**config.mk**
```make
export PLATFORM = sky130hd
export DESIGN_NAME = mouse_pos_ctrl_flat
export DESIGN_NICKNAME = d
export VERILOG_FILES = /design/src/rtl/vga_pkg.sv /design/src/rtl/mouse_pos_ctrl_pkg.sv /design/src/rtl/mouse_pos_ctrl_if.sv /design/src/rtl/mouse_pos_ctrl_pos_clamp.sv /design/src/rtl/mouse_pos_ctrl.sv /design/src/flat_wrapper.sv
export SDC_FILE = /design/constraint.sdc
export NUM_CORES = 1
export LEC_CHECK = 0
export BUFFER_PORTS_ARGS = -buffer_cell sky130_fd_sc_hd__buf_4
export CORE_AREA = 10 10 80 82
export CTS_CLUSTER_SIZE = 40
export DETAILED_ROUTE_END_ITERATION = 8
export DIE_AREA = 0 0 90 92
export PLACE_DENSITY = 0.78
export SYNTH_ARGS = -nofsm -noshare
export SYNTH_HDL_FRONTEND = slang
export SYNTH_SLANG_ARGS = --single-unit
```
**constraint.sdc**
```tcl
create_clock -name clk -period 3.3 [get_ports clk]
set_input_delay 0 -clock clk [delete_from_list [all_inputs] [get_ports clk]]
set_output_delay 0 -clock clk [all_outputs]
set_load 0.05 [all_outputs]
```
**src/rtl/vga_pkg.sv**
```systemverilog
// Visible-area geometry of the VGA timing chain, shared by the display-path blocks.
package vga_pkg;
  localparam int H_VISIBLE = 800;
  localparam int V_VISIBLE = 600;
endpackage

```
**src/rtl/mouse_pos_ctrl_pkg.sv**
```systemverilog
// Types and defaults for the cursor-position sequencer.
package mouse_pos_ctrl_pkg;
  import vga_pkg::*;

  localparam int COORD_W   = 12;
  localparam int X_MAX_DEF = H_VISIBLE - 1;
  localparam int Y_MAX_DEF = V_VISIBLE - 1;

  typedef enum logic [1:0] {IDLE, PENDING, COMMIT} state_t;
  typedef enum logic {SRC_MOUSE, SRC_WARP} src_t;

  typedef struct packed {
    logic [COORD_W-1:0] px;
    logic [COORD_W-1:0] py;
    src_t               src;
    logic               valid;
  } pos_t;
endpackage

```
**src/rtl/mouse_pos_ctrl_if.sv**
```systemverilog
// Sample/warp inputs and committed-position outputs of the cursor sequencer.
interface mouse_pos_ctrl_if;
  import mouse_pos_ctrl_pkg::*;

  logic               vblnk;
  logic               enable;
  logic               m_valid;
  logic [COORD_W-1:0] m_xpos;
  logic [COORD_W-1:0] m_ypos;
  logic               w_req;
  logic [COORD_W-1:0] w_xpos;
  logic [COORD_W-1:0] w_ypos;
  logic               w_busy;
  logic               w_ack;
  logic [COORD_W-1:0] xpos;
  logic [COORD_W-1:0] ypos;
  logic               frame_upd;

  modport slave (
    input  vblnk, enable, m_valid, m_xpos, m_ypos, w_req, w_xpos, w_ypos,
    output w_busy, w_ack, xpos, ypos, frame_upd
  );

  modport master (
    output vblnk, enable, m_valid, m_xpos, m_ypos, w_req, w_xpos, w_ypos,
    input  w_busy, w_ack, xpos, ypos, frame_upd
  );
endinterface

```
**src/rtl/mouse_pos_ctrl_pos_clamp.sv**
```systemverilog
// Saturates one coordinate to MAX; purely combinational, zero latency, no flow control.
module mouse_pos_ctrl_pos_clamp #(
  parameter int       W   = 12,
  parameter logic [W-1:0] MAX = '1
) (
  input  logic [W-1:0] in_dat,
  output logic [W-1:0] out_dat
);
  assign out_dat = (in_dat > MAX) ? MAX : in_dat;
endmodule

```
**src/rtl/mouse_pos_ctrl.sv**
```systemverilog
// Holds the latest mouse sample or warp and commits it once per frame at vblank rise.
// Latency: vblnk high at cycle N -> outputs at N+2; inputs are strobes, never stalled.
module mouse_pos_ctrl
  import mouse_pos_ctrl_pkg::*;
#(
  parameter int X_MAX  = X_MAX_DEF,
  parameter int Y_MAX  = Y_MAX_DEF,
  parameter int X_INIT = 400,
  parameter int Y_INIT = 300
) (
  input  logic             clk,
  input  logic             rst,
  mouse_pos_ctrl_if.slave  bus
);

  state_t             state_q, state_d;
  pos_t               slot_q, slot_d;
  pos_t               slot_base;
  logic               vblnk_q;
  logic               vb_rise;
  logic               mouse_ok;
  logic               cap;
  logic [COORD_W-1:0] raw_x, raw_y, clamp_x, clamp_y;
  logic [COORD_W-1:0] xpos_q, xpos_d, ypos_q, ypos_d;
  logic               frame_upd_q, frame_upd_d;
  logic               w_ack_q, w_ack_d;
  logic               w_busy_q, w_busy_d;

  // Warp has priority, so the mux picks it whenever it strobes.
  assign raw_x = bus.w_req ? bus.w_xpos : bus.m_xpos;
  assign raw_y = bus.w_req ? bus.w_ypos : bus.m_ypos;

  mouse_pos_ctrl_pos_clamp #(.W(COORD_W), .MAX(COORD_W'(X_MAX))) u_clamp_x (
    .in_dat  (raw_x),
    .out_dat (clamp_x)
  );

  mouse_pos_ctrl_pos_clamp #(.W(COORD_W), .MAX(COORD_W'(Y_MAX))) u_clamp_y (
    .in_dat  (raw_y),
    .out_dat (clamp_y)
  );

  always_comb begin
    vb_rise     = bus.vblnk & ~vblnk_q;
    // The commit cycle empties the slot before any same-cycle capture lands.
    slot_base   = (state_q == COMMIT) ? '0 : slot_q;
    mouse_ok    = bus.m_valid & ~bus.w_req &
                  (~slot_base.valid | (slot_base.src == SRC_MOUSE));
    cap         = bus.w_req | mouse_ok;

    slot_d      = slot_base;
    state_d     = state_q;
    xpos_d      = xpos_q;
    ypos_d      = ypos_q;
    frame_upd_d = 1'b0;
    w_ack_d     = 1'b0;

    if (cap) begin
      slot_d.px    = clamp_x;
      slot_d.py    = clamp_y;
      slot_d.src   = bus.w_req ? SRC_WARP : SRC_MOUSE;
      slot_d.valid = 1'b1;
    end

    case (state_q)
      IDLE: begin
        if (cap) state_d = PENDING;
      end
      PENDING: begin
        if (vb_rise && bus.enable) state_d = COMMIT;
      end
      COMMIT: begin
        xpos_d      = slot_q.px;
        ypos_d      = slot_q.py;
        frame_upd_d = 1'b1;
        w_ack_d     = (slot_q.src == SRC_WARP);
        state_d     = cap ? PENDING : IDLE;
      end
      default: state_d = IDLE;
    endcase

    w_busy_d = slot_d.valid & (slot_d.src == SRC_WARP);
  end

  always_ff @(posedge clk) begin
    if (rst) begin
      state_q     <= IDLE;
      slot_q      <= '0;
      vblnk_q     <= 1'b0;
      xpos_q      <= COORD_W'(X_INIT);
      ypos_q      <= COORD_W'(Y_INIT);
      frame_upd_q <= 1'b0;
      w_ack_q     <= 1'b0;
      w_busy_q    <= 1'b0;
    end else begin
      state_q     <= state_d;
      slot_q      <= slot_d;
      vblnk_q     <= bus.vblnk;
      xpos_q      <= xpos_d;
      ypos_q      <= ypos_d;
      frame_upd_q <= frame_upd_d;
      w_ack_q     <= w_ack_d;
      w_busy_q    <= w_busy_d;
    end
  end

  assign bus.xpos      = xpos_q;
  assign bus.ypos      = ypos_q;
  assign bus.frame_upd = frame_upd_q;
  assign bus.w_ack     = w_ack_q;
  assign bus.w_busy    = w_busy_q;

endmodule

```
**src/flat_wrapper.sv**
```systemverilog
// flat-port wrapper written by rule: the top's interface ports become plain ports
module mouse_pos_ctrl_flat import mouse_pos_ctrl_pkg::*;
#(
  parameter int X_MAX  = X_MAX_DEF,
  parameter int Y_MAX  = Y_MAX_DEF,
  parameter int X_INIT = 400,
  parameter int Y_INIT = 300
)
  (clk, rst, bus_vblnk, bus_enable, bus_m_valid, bus_m_xpos, bus_m_ypos, bus_w_req, bus_w_xpos, bus_w_ypos, bus_w_busy, bus_w_ack, bus_xpos, bus_ypos, bus_frame_upd);
  mouse_pos_ctrl_if bus_i ();
  input  logic clk;
  input  logic rst;
  input wire logic [$bits(bus_i.vblnk)-1:0] bus_vblnk;
  input wire logic [$bits(bus_i.enable)-1:0] bus_enable;
  input wire logic [$bits(bus_i.m_valid)-1:0] bus_m_valid;
  input wire logic [$bits(bus_i.m_xpos)-1:0] bus_m_xpos;
  input wire logic [$bits(bus_i.m_ypos)-1:0] bus_m_ypos;
  input wire logic [$bits(bus_i.w_req)-1:0] bus_w_req;
  input wire logic [$bits(bus_i.w_xpos)-1:0] bus_w_xpos;
  input wire logic [$bits(bus_i.w_ypos)-1:0] bus_w_ypos;
  output wire logic [$bits(bus_i.w_busy)-1:0] bus_w_busy;
  output wire logic [$bits(bus_i.w_ack)-1:0] bus_w_ack;
  output wire logic [$bits(bus_i.xpos)-1:0] bus_xpos;
  output wire logic [$bits(bus_i.ypos)-1:0] bus_ypos;
  output wire logic [$bits(bus_i.frame_upd)-1:0] bus_frame_upd;
  assign bus_i.vblnk = bus_vblnk;
  assign bus_i.enable = bus_enable;
  assign bus_i.m_valid = bus_m_valid;
  assign bus_i.m_xpos = bus_m_xpos;
  assign bus_i.m_ypos = bus_m_ypos;
  assign bus_i.w_req = bus_w_req;
  assign bus_i.w_xpos = bus_w_xpos;
  assign bus_i.w_ypos = bus_w_ypos;
  assign bus_w_busy = bus_i.w_busy;
  assign bus_w_ack = bus_i.w_ack;
  assign bus_xpos = bus_i.xpos;
  assign bus_ypos = bus_i.ypos;
  assign bus_frame_upd = bus_i.frame_upd;
  mouse_pos_ctrl #(.X_MAX(X_MAX), .Y_MAX(Y_MAX), .X_INIT(X_INIT), .Y_INIT(Y_INIT)) u_core (.clk(clk), .rst(rst), .bus(bus_i));
endmodule
```
# After elaboration in Yosys (flattened, before gate mapping)
# Cells that the tools add are included.
[totals]
regBits = 56
elab_cells = 45
[op_classes]
order_cmp = 2
n_eq_ne = 4
muxes = 12
bitwise_logic = 11
n_reduce_logical = 5
[ops]
columns = ["op", "n"]
rows = [
  ["two-way mux 26 bit", 2],
  ["two-way mux 12 bit", 4],
  ["> comparator 12 x 10 -> 1 bit, second input constant", 2],
  ["one-hot mux 2 bit (3 select lines)", 1],
  ["inverter 1 bit", 5],
  ["AND 1 bit", 4],
  ["two-way mux 2 bit", 2],
  ["!= test 2 x 1 -> 1 bit, second input constant", 2],
  ["two-way mux 1 bit", 3],
  ["equality test 2 x 1 -> 1 bit, second input constant", 1],
  ["equality test 2 bit, second input constant", 1],
  ["zero test 2 bit", 1],
  ["OR 1 bit", 2],
  ["AND reduction 2 bit", 1],
  ["nonzero test 2 bit", 1],
  ["OR reduction 2 bit", 1],
  ["logical AND 1 bit", 1],
]

# Longest topological paths before layout
# Gate-level depths: netlist of the first run.
[depth]
depth_word = 8
ltp_mapped = 7
mapped_depth_nobuf = 4

# Modules after synthesis
# Synthesis of the first run repeated with hierarchy kept, for this count alone.
[hier_totals]
cells_unflattened = 333
hier_area_um2 = 2735.1
[modules_own_cells]
columns = ["module", "n_inst", "cells_each", "area_each_um2"]
rows = [
  ["mouse_pos_ctrl", 1, 297, 2477.4],
  ["mouse_pos_ctrl_pos_clamp (u_core.u_clamp_x)", 1, 16, 130.1],
  ["mouse_pos_ctrl_pos_clamp (u_core.u_clamp_y)", 1, 20, 127.6],
]

# Least setup slack after synthesis of the first run
# No wires, ideal clock.
[synth_path]
path_type = "reg-to-reg"
startpoint = "register u_core.state_q[1]"
endpoint = "register u_core.slot_q[2] (netlist name)"
setup_ps = 151
arrival_time_ps = 1260
required_ps = 3149
slack_ps = 1889
path_stages_with_launch = 7
n_path_buf = 2
period_less_slack_ps = 1411
path_cell_list = "dfxtp_1 nor2b_2 buf_4 o21a_1 nor2_1 buf_2 a221oi_1"
[synth_between]
elab_chain_cells = 7
word_cells_on_any_way = 9
[synth_lines]
columns = ["element", "line_no", "rtl"]
rows = [
  ["from (decl)", "mouse_pos_ctrl.sv:16", "state_t state_q, state_d;"],
  ["from (signal assigned)", "mouse_pos_ctrl.sv:96", "state_q <= state_d;"],
  ["equality test 2 bit (*)", "mouse_pos_ctrl.sv:46", "slot_base = (state_q == COMMIT) ? '0 : slot_q;"],
  ["two-way mux 26 bit", "mouse_pos_ctrl.sv:46", ""],
  ["inverter 1 bit", "mouse_pos_ctrl.sv:48", "(~slot_base.valid | (slot_base.src == SRC_MOUSE));"],
  ["OR 1 bit", "mouse_pos_ctrl.sv:48", ""],
  ["AND 1 bit", "mouse_pos_ctrl.sv:47", "mouse_ok = bus.m_valid & ~bus.w_req &"],
  ["OR 1 bit", "mouse_pos_ctrl.sv:49", "cap = bus.w_req | mouse_ok;"],
  ["two-way mux 26 bit / nonzero test 2 bit (equally long branches)", "--", ""],
  ["to (signal assigned)", "mouse_pos_ctrl.sv:97", "slot_q <= slot_d;"],
  ["to (decl)", "mouse_pos_ctrl.sv:17", "pos_t slot_q, slot_d;"],
]
# Mark *: on every way between the ends. The rest lies on a longest branch, timed or not. The select of a mux whose other input is x is not followed.
# A chain may end at the register's enable or synchronous reset.

# Worst setup path in the final report of the first run
# Ends and elaborated chain as after synthesis.

==> impl_results.md, run 1 <==
- Max-cap violation count: 0
- CTS root buf: clkbuf_8
- Port bufs: 80
- Min-delay src: bus_w_xpos[6]
- Clock Path Buffers: 2
- Number of synthesized register bits: 56
- Final ANT Viol Nets: 0
- Yosys Warn Count: 0
- GRT Util Overall: 14.29%
- CP Data Arrival Time: 2.22 ns
- Yosys cell types: 42
- Gp weighted congestion: 0.8383
- Syn Nets: 311
- Least-Margin Pin Slew: 1.060 ns
- Final setup fails: 0
- Final Hold Fails: 0
- Drt total wl: 5953 um
- Final setup TNS: 0 ns
- H-tree depth: 2
- Endpoint type of the worst setup path: flop
- Max FO, Critical Path: 14
- Vias/cell: 5.226
- Clock Sinks: 56
- Post-CTS Resized: 0
- Avg WL per Cell: 14.81 um
- Power Total: 1344 uW
- Largest net degree at the start of global routing: 40
- Peak supply drop: 0.0001838 V
- Hold Crit Depth: 3
- Core area: 0.004912 mm^2
- Critical path startpoint: u_core.state_q[1]$_SDFFE_PP0P_
- CP Data Required Time: 3.45 ns
- Status: complete, no violations
- N_diodes: 0
- R2r startpoint: u_core.state_q[1]$_SDFFE_PP0P_
- Final period util: 62.85%
- Post-Syn Area: 0.002364 mm^2
- Final min period: 2.074 ns
- Clock Latency Late Sink: 0.31 ns
- NumNets Final: 385
- EDFF count, synth: 0
- Iteration count of the initial detailed-routing pass: 4
- Routed via count: 2101
- Layout cells sized above 1: 32.53%
- Starting density of the core: 48.12%
- Die area: 0.008280 mm^2
- Vias in the first global route: 2059
- Ys async rst share: 0%
- CTS clk-pin slew, worst paths: 0.10 ns
- Mapped Cells: 257
- Static Leak: 0.001323 uW
- DRC viols: 0
- Worst r2r path cells: 4
- CP startpoint kind: flop
- Syn Area/Cell: 9.197 um^2
- Synth Flop Type: dfxtp_1
- Die span in x: 90 um
- GR Overflow Total: 0
- Initial DRC Count: 159
- Row count: 26
- I/O pins: 81
- CTS tree: yes
- Clock skew: 0.008569 ns
- Area Growth Syn to Fin: 31.92%
- Slew margin rel.: 29.32%
- Initial antenna violation count: 0
- PD cells: 430.9 mW/mm^2
- Min-Delay Path Class: primary input to flop
- Register area share after synthesis: 47.43%
- Half-perimeter wire length after placement: 4532 um
- RSZ-0062 raised after global routing: no
- Worst Setup Path Type: flop to flop
- FMAX: 0.4822 GHz
- Die height: 92 um
- Max-slew violations: 0
- CTS Buf Count: 5
- First-pass GRT wire length: 9922 um
## final cells by class
class	count	area, um^2
Fill cell	434	1794
Multi-Input combinational cell	180	1141
Sequential cell	56	1121
Timing Repair Buffer	85	645.6
Tap cell	70	87.58
Clock buffer	5	68.82
Clock inverter	3	42.54
Inverter	3	11.26
## metrics by stage
step / area [um^2] / hold slack, ns / instances / setup slack, ns / util [%]
detailed placement: 2977 / 0.2418 / 391 / 1.264 / 60.60
global route: 3118 / 0.03456 / 402 / 0.9976 / 63.47
global placement: 2977 / 0.2271 / 391 / 1.332 / 60.60
finish: 3118 / 0.03647 / 402 / 1.226 / 63.47
floorplan: 2364 / 0.1282 / 257 / 1.889 / -
CTS: 3118 / 0.02728 / 402 / 1.228 / 63.47
## routing by layer
layer | part of all wire, % | up-vias | GRT usage (%)
met5 | 0 | - | 0
met4 | 2.2 | 0 | 5.570
met3 | 6.9 | 13 | 4.727
met2 | 44 | 83 | 21.25
met1 | 46 | 947 | 18.72
li1 | - | 1058 | -
## worst max-delay path: stages (launching register included)
cell and delay [ns]:
dfxtp_1 0.37, nor2b_2 0.53, o21ai_2 0.22, a2111oi_4 0.60, a221oi_1 0.19
## state kept, by name, indices dropped and copies added (netlist names)
name,count
u_core.bus.xpos,12
u_core.bus.ypos,12
u_core.bus.w_busy,1
u_core.bus.w_ack,1
u_core.bus.frame_upd,1
u_core.state_q,2
u_core.slot_q,26
u_core.vblnk_q,1
## worst paths after layout
kind / end / slack [ns]
min reg2reg: u_core.bus.xpos[3]$_SDFFE_PP0P_ / 0.46
min: u_core.slot_q[20]$_SDFFE_PP0P_ / 0.04
max: u_core.slot_q[2]$_SDFFE_PP0P_ / 1.23
max reg2reg: u_core.slot_q[2]$_SDFFE_PP0P_ / 1.23
## what timing repair did
| item | in CTS | in global routing |
|---|---|---|
| hold endpoints to repair | 3 | 0 |
| setup buffers | 0 | 0 |
| hold buffers | 3 | 0 |
## cells in the mapped netlist (all sizes together) (2+ instances only)
| cell type | number | area share, % |
|---|---|---|
| clkbuf | 9 | 1.4 |
| nand2b | 2 | 0.53 |
| nor2 | 6 | 0.95 |
| dfxtp | 56 | 47 |
| nor4 | 2 | 0.79 |
| and2 | 4 | 1.1 |
| o21ai | 4 | 1.0 |
| nor3 | 5 | 1.3 |
| nand2 | 64 | 10 |
| nor2b | 4 | 1.2 |
| mux2 | 7 | 3.3 |
| a2111oi | 2 | 2.3 |
| nand3 | 9 | 1.9 |
| inv | 3 | 0.48 |
| a21oi | 23 | 4.9 |
| buf | 9 | 2.4 |
| a22o | 3 | 1.1 |
| mux2i | 13 | 6.0 |
| a32o | 4 | 1.7 |
| a221oi | 10 | 3.7 |
| a211oi | 6 | 2.3 |
| nand3b | 2 | 0.64 |
## power breakdown
group	total [uW]	internal, uW	switching [uW]
sequential	713	700	13.1
clock	441	225	216
combinational	190	92.5	97.3
total	1340	1020	326
## cell families (layout without fill, tap and decap cells)
logic type | after synthesis | count (layout) | synth area share (%)
simple gates | 102 | 102 | 19.69
compound gates | 58 | 58 | 19.22
flops | 56 | 56 | 47.43
buf+inv | 21 | 96 | 4.288
mux | 20 | 20 | 9.370
## cells in the final DEF, fill, tap and decap left out, drive strengths merged, types with 6 or more instances in the layout
cell,n
buf,82
nand2,64
dfxtp,56
a21oi,23
mux2i,13
a221oi,10
nand3,9
mux2,7
nor2,6
a211oi,6
No activity file was read; power rests on OpenSTA's default activity.
==> run 2, diff against run 1 <==
--- a/config.mk
+++ b/config.mk
@@ -5,12 +5,13 @@
 export SDC_FILE = /design/constraint.sdc
 export NUM_CORES = 1
 export LEC_CHECK = 0
+export ABC_AREA = 1
 export BUFFER_PORTS_ARGS = -buffer_cell sky130_fd_sc_hd__buf_4
-export CORE_AREA = 10 10 80 82
+export CORE_AREA = 10 10 81 83
 export CTS_CLUSTER_SIZE = 40
 export DETAILED_ROUTE_END_ITERATION = 8
-export DIE_AREA = 0 0 90 92
-export PLACE_DENSITY = 0.78
+export DIE_AREA = 0 0 91 93
+export PLACE_DENSITY = 0.77
 export SYNTH_ARGS = -nofsm -noshare
 export SYNTH_HDL_FRONTEND = slang
 export SYNTH_SLANG_ARGS = --single-unit
==> constraint.sdc (replaced) <==
create_clock -name clk -period 1.95 [get_ports clk]
set_input_delay 0 -clock clk [delete_from_list [all_inputs] [get_ports clk]]
set_output_delay 0 -clock clk [all_outputs]
set_load 0.05 [all_outputs]
==> run 2 against run 1 <==
Net effect: design area shrank 0.12%; critical path depth grew 4; wire length grew 2.5%; critical path type unchanged; synthesized area grew 1.3%.
==> impl_results.md, run 2 <==
- CTS Buf Count: 5 (unchanged)
- # fillers: 526 (was 434)
- Port bufs: 80 (unchanged)
- Hold Crit Depth: 5 (was 3)
- Static Leak: 0.001496 uW (was 0.001323 uW)
- Synth Flop Type: dfxtp_1 (unchanged)
- CTS root buf: clkbuf_8 (unchanged)
- CTS tree: yes (unchanged)
- Worst Setup Path Type: flop to flop (unchanged)
- Number of synthesized register bits: 56 (unchanged)
- Gp weighted congestion: 0.7754 (was 0.8383)
- Synth top cells by count: nand2_1 (92), dfxtp_1 (56), nor2_1 (36) (was nand2_1 (64), dfxtp_1 (56), a21oi_1 (23))
- Max-cap violation count: 0 (unchanged)
- Row count: 26 (unchanged)
- Syn Area/Cell: 7.414 um^2 (was 9.197 um^2)
- Largest family of logic cells by synthesized area: simple AND/OR/NAND/NOR gates (unchanged)
- NumNets Final: 452 (was 385)
- Routed via count: 2268 (was 2101)
- Synth area leader: dfxtp_1 (unchanged)
- Final period util: 82.23% (was 62.85%)
- R2r startpoint: u_core.state_q[0]$_SDFFE_PP0P_ (was u_core.state_q[1]$_SDFFE_PP0P_)
- Iteration count of the initial detailed-routing pass: 4 (unchanged)
- DRC viols: 0 (unchanged)
- Ys async rst share: 0% (unchanged)
- Post-synthesis xor/xnor area fraction: 0% (unchanged)
- Mux contribution to synthesized area: 3.344% (was 9.370%)
- Least-Margin Pin Slew: 0.6936 ns (was 1.060 ns)
- End of the worst register-to-register path: u_core.slot_q[9]$_SDFFE_PP0P_ (was u_core.slot_q[2]$_SDFFE_PP0P_)
- Worst path slowest cell: dfxtp_1 (was a2111oi_4)
- Worst r2r path cells: 8 (was 4)
- RSZ-0062 raised after global routing: no (unchanged)
- Starting density of the core: 47.80% (was 48.12%)
- Vias in the first global route: 2262 (was 2059)
- Hold_ws: 0.06156 ns (was 0.03647 ns)
- Core area: 0.005010 mm^2 (was 0.004912 mm^2)
- Syn Nets: 377 (was 311)
- Mapped Cells: 323 (was 257)
- Final setup TNS: 0 ns (unchanged)
- Largest net degree at the start of global routing: 32 (was 40)
- Commonest non-fill, non-tap cell in the layout: nand2_1 (was buf_4)
- Status: complete, no violations (unchanged)
- Final ANT Viol Nets: 0 (unchanged)
- EDFF count, synth: 0 (unchanged)
- Endpoint type of the worst setup path: flop (unchanged)
- Half-perimeter wire length after placement: 4594 um (was 4532 um)
- Crit path top cell by count: buf_4
- Final min period: 1.604 ns (was 2.074 ns)
- Yosys Warn Count: 0 (unchanged)
- Register area share after synthesis: 46.81% (was 47.43%)
- Die span in x: 91 um (was 90 um)
- Clock Latency Late Sink: 0.30 ns (was 0.31 ns)
- CTS clk-pin slew, worst paths: 0.09 ns (was 0.10 ns)
- Final setup fails: 0 (unchanged)
- Post-CTS Setup Repair Bufs: 0 (unchanged)
- Initial DRC Count: 113 (was 159)
- I/O pins: 81 (unchanged)
- Hold EP: u_core.slot_q[2]$_SDFFE_PP0P_ (was u_core.slot_q[20]$_SDFFE_PP0P_)
- PD cells: 706.4 mW/mm^2 (was 430.9 mW/mm^2)
- Top-count cell post-synth: nand2_1 (unchanged)
- GR Overflow Total: 0 (unchanged)
- Slew margin rel.: 53.71% (was 29.32%)
- Drt total wl: 6104 um (was 5953 um)
- Vias/cell: 4.836 (was 5.226)
- Max FO, Critical Path: 25 (was 14)
- Initial antenna violation count: 0 (unchanged)
- Largest Register: u_core.slot_q (unchanged)
- GRT Util Overall: 14.27% (was 14.29%)
- Min-Delay Path Class: primary input to flop (unchanged)
- CP Data Required Time: 2.19 ns (was 3.45 ns)
- N_diodes: 0 (unchanged)
- Max reg flops: 26 (unchanged)
- Worst R2R Setup Slack: 0.35 ns (was 1.23 ns)
- Yosys cell types: 29 (was 42)
- Synthesized-area fraction occupied by and/or/nand/nor cells: 30.77% (was 19.69%)
- Crit path cell chain: inv_2 > nand2_4 > buf_4 > inv_1 > nor2_2 > buf_4 > nand2_1 > a21oi_1 (was nor2b_2 > o21ai_2 > a2111oi_4 > a221oi_1)
- Final Hold Fails: 0 (unchanged)
- Die area: 0.008463 mm^2 (was 0.008280 mm^2)
- Clock Path Buffers: 2 (unchanged)
- CP startpoint kind: flop (unchanged)
- Post-synth top area share: 46.81% (was 47.43%)
- Avg WL per Cell: 13.01 um (was 14.81 um)
- Max-slew violations: 0 (unchanged)
- Peak supply drop: 0.0003193 V (was 0.0001838 V)
- Synth Area in Compound Gates: 10.55% (was 19.22%)
- Area Growth Syn to Fin: 30.04% (was 31.92%)
- Adder-cell share of the synthesized area: 0% (unchanged)
- CP Data Arrival Time: 1.84 ns (was 2.22 ns)
- Layout cells sized above 1: 26.82% (was 32.53%)
- Post-Syn Area: 0.002395 mm^2 (was 0.002364 mm^2)
- Worst stage delay on the critical path: 0.33 ns (was 0.60 ns)
- FMAX: 0.6236 GHz (was 0.4822 GHz)
- Most frequent cells in the layout: nand2_1 (92), buf_4 (85), dfxtp_1 (56) (was buf_4 (82), nand2_1 (64), dfxtp_1 (56))
- Top cells by area, synth: dfxtp_1 (47%), nand2_1 (14%), nor2_1 (5.6%) (was dfxtp_1 (47%), nand2_1 (10%), mux2i_1 (5.1%))
- Die height: 93 um (was 92 um)
- Clock skew: 0.005401 ns (was 0.008569 ns)
- H-tree depth: 2 (unchanged)
- Min-delay src: bus_m_ypos[0] (was bus_w_xpos[6])
- Clock Sinks: 56 (unchanged)
- First-pass GRT wire length: 10200 um (was 9922 um)
-- run 2: per-layer routing --
metal / up-vias / GRT usage, % / part of all wire (%)
met4: 0 / 2.742 / 0.39
met2: 67 / 25.36 / 48
met1: 1022 / 16.02 / 44
met3: 2 / 5.436 / 7.7
li1: 1177 / - / -
met5: - / 0 / 0
-- run 2: worst max path at each step --
stage	startpoint	to	slack, ns	cells after the start
final	u_core.state_q[0]$_SDFFE_PP0P_	u_core.slot_q[9]$_SDFFE_PP0P_	0.35	8
after global routing	u_core.state_q[0]$_SDFFE_PP0P_	u_core.slot_q[9]$_SDFFE_PP0P_	0.17	8
after CTS	u_core.state_q[0]$_SDFFE_PP0P_	u_core.slot_q[9]$_SDFFE_PP0P_	0.35	8
after detailed placement	u_core.state_q[0]$_SDFFE_PP0P_	u_core.slot_q[9]$_SDFFE_PP0P_	0.38	8
after global placement	u_core.state_q[0]$_SDFFE_PP0P_	u_core.slot_q[2]$_SDFFE_PP0P_	0.43	8
after floorplan	u_core.state_q[0]$_SDFFE_PP0P_	u_core.slot_q[10]$_SDFFE_PP0P_	0.73	9
-- run 2: cells by family (layout without fill, tap and decap cells) --
group	count (synthesis)	in the layout
AO/OA/AOI/OAI	49	49
buffers and inverters	41	117
flip-flops	56	56
multiplexers	8	8
AND/OR/NAND/NOR	169	169
-- run 2: per-stage QoR --
| stage | cell area (um^2) | utilization [%] | cells | worst slack, ns | total power, uW |
|---|---|---|---|---|---|
| after detailed placement | 3004 | 59.97 | 459 | 0.3760 | 1602 |
| final | 3114 | 62.16 | 469 | 0.3465 | 2200 |
| after global placement | 3004 | 59.97 | 459 | 0.4310 | 1594 |
| after global routing | 3114 | 62.16 | 469 | 0.1744 | 2306 |
| after CTS | 3114 | 62.16 | 469 | 0.3526 | 2224 |
| after floorplan | 2395 | - | 323 | 0.7307 | 1466 |
-- run 2: worst max-delay path, delay by kind of cell, from the launching register on --
kind	cells	cell delay, ns
buffers and inverters	4	0.64
AND/OR/NAND/NOR	3	0.43
flip-flops	1	0.33
AO/OA/AOI/OAI	1	0.13
-- run 2: cell type report --
cell class	instances	area (um^2)	area share, %
Clock buffer	8	90.09	2.893
Inverter	22	87.58	2.812
Multi-Input combinational cell	226	1070	34.35
Sequential cell	56	1121	36.00
Tap cell	70	87.58	2.812
Timing Repair Buffer	87	658.1	21.13
-- run 2: timing repair --
action	4_1_cts	5_1_grt
gates resized for setup	0	0
hold endpoints to repair	2	0
hold buffers	2	0
endpoints found under the setup margin	0	0
-- run 2: power by group --
part	internal [uW]	switching [uW]	total, uW
clock network	290	334	624
registers	1190	22.8	1210
logic	159	205	364
total	1640	562	2200
